**config.mk**
```make
export PLATFORM = sky130hd
export DESIGN_NAME = rf_read_arbiter
export DESIGN_NICKNAME = d
export VERILOG_FILES = /design/src/rtl/rf_read_arbiter.sv
export SDC_FILE = /design/constraint.sdc
export NUM_CORES = 1
export LEC_CHECK = 0
export ABC_AREA = 1
export CORE_ASPECT_RATIO = 0.9
export CORE_MARGIN = 1
export CORE_UTILIZATION = 47
export DETAILED_ROUTE_END_ITERATION = 8
export PLACE_DENSITY = 0.89
export REMOVE_ABC_BUFFERS = 1
export SLEW_MARGIN = 15
export SYNTH_ARGS = -nofsm -noshare
export SYNTH_HDL_FRONTEND = slang
export SYNTH_SLANG_ARGS = --single-unit
export TNS_END_PERCENT = 5
```
**constraint.sdc**
```tcl
create_clock -name clk -period 4.6 [get_ports clk]
set_input_delay 0.46 -clock clk [delete_from_list [all_inputs] [get_ports clk]]
set_output_delay 0.46 -clock clk [all_outputs]
set_load 0.01 [all_outputs]
```
**src/rtl/rf_read_arbiter.sv**
```systemverilog
// Round-robin arbiter sharing one register-file read port among NUM_REQ
// requesters. Ports: req_* (issue side), rsp_* (return side), rf_* (RF port),
// stall_cnt (optional stall counter, built only with RF_READ_ARB_STALL_CNT_EN).
module rf_read_arbiter #(
  parameter int NUM_REQ = 4,
  parameter int NUM_REG = 8,
  parameter int REG_BIT = 16,
  localparam int ID_W = $clog2(NUM_REG),
  localparam int PW = $clog2(NUM_REQ)
) (
  input  logic                    clk,
  input  logic                    rst,
  input  logic [NUM_REQ-1:0]      req_vld,
  output logic [NUM_REQ-1:0]      req_rdy,
  input  logic [NUM_REQ*ID_W-1:0] req_addr0,
  input  logic [NUM_REQ*ID_W-1:0] req_addr1,
  output logic [NUM_REQ-1:0]      rsp_vld,
  input  logic [NUM_REQ-1:0]      rsp_rdy,
  output logic [REG_BIT-1:0]      rsp_data0,
  output logic [REG_BIT-1:0]      rsp_data1,
  output logic                    rf_addr_vld,
  input  logic                    rf_addr_rdy,
  output logic [ID_W-1:0]         rf_addr0,
  output logic [ID_W-1:0]         rf_addr1,
  input  logic                    rf_data_vld,
  output logic                    rf_data_rdy,
  input  logic [REG_BIT-1:0]      rf_data0,
  input  logic [REG_BIT-1:0]      rf_data1,
  output logic [15:0]             stall_cnt
);

  logic [PW-1:0] ptr_q, ptr_d;
  logic [PW-1:0] owner_q, owner_d;
  logic          owner_vld_q, owner_vld_d;

  logic          win_vld;
  logic [PW-1:0] win_id;
  logic          accept;
  logic          consume;

  // Scan from ptr upward, wrapping explicitly so non-power-of-two
  // requester counts never index past NUM_REQ-1.
  always_comb begin
    int idx;
    win_vld  = 1'b0;
    win_id   = '0;
    rf_addr0 = '0;
    rf_addr1 = '0;
    for (int k = 0; k < NUM_REQ; k++) begin
      idx = int'(ptr_q) + k;
      if (idx >= NUM_REQ) idx = idx - NUM_REQ;
      if (!win_vld && req_vld[idx]) begin
        win_vld  = 1'b1;
        win_id   = PW'(idx);
        rf_addr0 = req_addr0[idx*ID_W +: ID_W];
        rf_addr1 = req_addr1[idx*ID_W +: ID_W];
      end
    end
  end

  assign rf_addr_vld = win_vld;
  assign accept      = win_vld && rf_addr_rdy;

  always_comb begin
    req_rdy = '0;
    rsp_vld = '0;
    for (int i = 0; i < NUM_REQ; i++) begin
      req_rdy[i] = accept && (win_id == PW'(i));
      rsp_vld[i] = rf_data_vld && owner_vld_q &&
                   (owner_q == PW'(i));
    end
  end

  // With no owner any stray data is sunk.
  assign rf_data_rdy = owner_vld_q ? rsp_rdy[owner_q] : 1'b1;
  assign consume     = rf_data_vld && rf_data_rdy && owner_vld_q;
  assign rsp_data0   = rf_data0;
  assign rsp_data1   = rf_data1;

  always_comb begin
    ptr_d       = ptr_q;
    owner_d     = owner_q;
    owner_vld_d = owner_vld_q;
    if (accept) begin
      owner_d     = win_id;
      owner_vld_d = 1'b1;
      ptr_d       = (win_id == PW'(NUM_REQ-1)) ? '0
                                               : win_id + PW'(1);
    end else if (consume) begin
      owner_vld_d = 1'b0;
    end
  end

  always_ff @(posedge clk) begin
    if (rst) begin
      ptr_q       <= '0;
      owner_q     <= '0;
      owner_vld_q <= 1'b0;
    end else begin
      ptr_q       <= ptr_d;
      owner_q     <= owner_d;
      owner_vld_q <= owner_vld_d;
    end
  end

`ifdef RF_READ_ARB_STALL_CNT_EN
  logic [15:0] stall_q, stall_d;

  always_comb begin
    stall_d = stall_q;
    if (win_vld && !accept && stall_q != 16'hFFFF)
      stall_d = stall_q + 16'd1;
  end

  always_ff @(posedge clk) begin
    if (rst) stall_q <= '0;
    else     stall_q <= stall_d;
  end

  assign stall_cnt = stall_q;
`else
  assign stall_cnt = '0;
`endif

endmodule

```
==> qor.csv <==
metric,value,unit
outcome,"complete, no violations",
die_x,85.6,µm
syn_to_final_growth,7.80,%
synth_top_family_by_area,simple AND/OR/NAND/NOR gates,
finalPower,2.21,mW
synth_compound_area_share,13.4,%
crit_arrival,3.90,ns
synth_edf_count,0,
avgSynthCellArea,5.10,µm²
die-area,6600,µm²
ant_nets,0,
peakVddDrop,0.238,mV
rows,27,
synth_top_area_cell,nand2_1,
synthXorXnorAreaFrac,0,%
grt_antenna_before_repair,0,
cts_buffers,3,
maxClockFrequency,0.230,GHz
fin_crit_sh,94.7,%
io_buffer_count,51,
period_minus_slack,4.36,ns
cpPeakStageDelay,0.54,ns
fin_cells,656,
yosysMostFrequentCell,nand2_1,
slowest_stage,clkdlybuf4s50_1,
grt_pass1_vias,3480,
post-cts-setup-buffers,0,
detail_route.wl_per_cell,17.4,µm
wl,11.4,mm
synth_cell_types,35,
fin_worst_skew,0.00284,ns
p_switching,1.40,mW
fillers,634,
multiInputGateArea,2200,µm²
cts.path.max_buffers,2,
die_h,77.2,µm
via_per_inst,6.03,
yosys.area_share.adder,5.08,%
swShare,63.3,%
cp.required,4.14,ns
hpwl,8.72,mm
clock_latency,0.22,ns
p_seq_share,3.7,%
slew_violations,0,
core_area,6080,µm²
grt.overflow.total,0,
final_core_util,52.3,%
hold_buffers,0,
hold_viol_final,0,
crit_type,reg -> out,
seq_area_frac_synth,3.39,%
final_layout_size_suffix_gt1_share,4.62,%
initial_core_util,48.6,%
yosys.area.top_type_share,24.8,%
root_buffer,clkbuf_8,
layout.nets,665,
crit_chain,inv_1 > ha_1 > inv_2 > nor3_1 > ha_1 > a21oi_1 > inv_1 > nor2_1 > nand4_1 > nand4_1 > clkdlybuf4s50_1,
grt_max_degree,57,
start_kind,flip-flop,
internal-power,810,µW
final_area,3180,µm²
grt_pass1_wl,17.7,mm
post-route-drc-count,0,
final.setup.worst_slack,0.244,ns
cts_max_level,1,
clockPowerShare,3.7,%
synth_seq_cells,5,
path_clk_slew,0.03,ns
path_max_fanout,27,
synthMuxAreaShare,0,%
slew_headroom,54.0,%
place.gp.congestion,1.04,
track_usage,34.1,%
synth_area_leaders,"nand2_1 25%, nand3_1 15%, buf_4 13%",
rsz0062_at_grt,false,
path_buf_inv,4,
drt_first_pass_iters,6,
cts_tree,built,
ys_dominant_reg_cell,dfxtp_1,
drv_cap,0,
setup-tns-final,0,ns
powerDensity,693,nW/µm²
post_cts_resized,0,
synth_common_cells,"195 x nand2_1, 91 x nand3_1, 54 x nor2_1, 51 x buf_4, 41 x inv_1",
min_path_type,reg -> reg,
setup_viol,0,
place_ws,0.683,ns
cp_top_family,buffers and inverters,
synth_cells,579,
async_flop_share,0,%
yosys.area_share.simple,54.0,%
ios,132,
ys.warnings.count,0,
diodes,0,
worst_pin_slew,0.682,ns
place_area,3140,µm²
placed_cells,652,
cts_sinks,5,
power_leakage,1.63,nW
comb_power_share,92.6,%
via_count,3957,
drt_iter0_drc,717,
fin_hold_ws,0.479,ns
regArea,101,µm²
worstSetupEndpointType,primary output,
netlist_area,2950,µm²
cells by family after synthesis:
family                     count (synthesis)
AOI/OAI and AO/OA                         74
adders and majority gates                 12
buffers and inverters                    120
DFF                                        5
other                                      1
and+or+nand+nor                          367
placed cells by master, fill, tap and decap left out:
cell type,netlist,final
nand2_1,195,195
nand3_1,91,91
nor2_1,54,54
clkdlybuf4s50_1,0,51
inv_1,41,41
o21ai_0,27,27
a21oi_1,26,26
conb_1,1,17
ha_1,12,12
o21ai_1,7,7
buf_4,51,7
nand4_1,6,6
nor3_1,5,5
nand2_4,4,4
o211ai_1,4,4
o22ai_1,4,4
dfxtp_1,5,4
inv_2,3,3
nand2_2,3,3
nand3_2,3,3
a31oi_1,3,3
clkbuf_8,0,3
clkinv_1,2,2
inv_4,1,1
nor2_4,1,1
nor3_2,1,1
nand3b_1,1,1
a21boi_0,1,1
o31ai_1,1,1
or2_1,1,1
o21a_1,1,1
or2_0,1,1
and2_1,1,1
clkbuf_1,5,1
dfxtp_2,0,1
power by group through the flow:
stage                     sequential, mW  clock (mW)  combinational [mW]
after global placement            0.0789           0                1.93
after global routing              0.0830      0.0884                2.22
final                             0.0817      0.0822                2.04
after detailed placement          0.0808           0                1.94
after floorplan                   0.0978           0                1.28
after CTS                         0.0805      0.0839                1.95
final timing paths:
kind	start	to	slack (ns)	cells after the start
worst max register to register	ptr_q[1]$_SDFFE_PP0P_	ptr_q[0]$_SDFFE_PP0P_	1.52	15
worst max-delay path	ptr_q[1]$_SDFFE_PP0P_	rf_addr0[0]	0.24	11
worst min register to register	owner_vld_q$_SDFFE_PP0P_	owner_vld_q$_SDFFE_PP0P_	0.48	2
worst min-delay path	owner_vld_q$_SDFFE_PP0P_	owner_vld_q$_SDFFE_PP0P_	0.48	2
worst register-to-register path: stages (launching register included):
cell and delay [ns]:
dfxtp_1 0.51, inv_1 0.27, ha_1 0.37, inv_2 0.39, nand2_2 0.13, nand2_4 0.12
nor3_2 0.06, buf_4 0.18, nand2_1 0.06, nand2_1 0.05, nor2_1 0.25, inv_1 0.11
ha_1 0.21, nor2_1 0.10, nand2_1 0.06, a21oi_1 0.12
flip-flops by register name, summed over array words and instances (netlist names):
| register | count |
|---|---|
| owner_q | 2 |
| ptr_q | 2 |
| owner_vld_q | 1 |
layer usage:
| layer | GRT usage [%] | vias up | part of all wire (%) |
|---|---|---|---|
| li1 | - | 1831 | - |
| met1 | 46.5 | 1723 | 40 |
| met2 | 49.5 | 365 | 41 |
| met3 | 13.9 | 38 | 16 |
| met4 | 6.83 | 0 | 2.7 |
| met5 | 5.79 | - | 0 |
cell type report:
cell class | count | area share, %
Clock buffer | 4 | 1.42
Inverter | 47 | 5.62
Multi-Input combinational cell | 470 | 69.3
Sequential cell | 5 | 3.18
Tap cell | 72 | 2.83
Timing Repair Buffer | 58 | 17.7
Note: power is estimated with default switching activity, not from simulation.
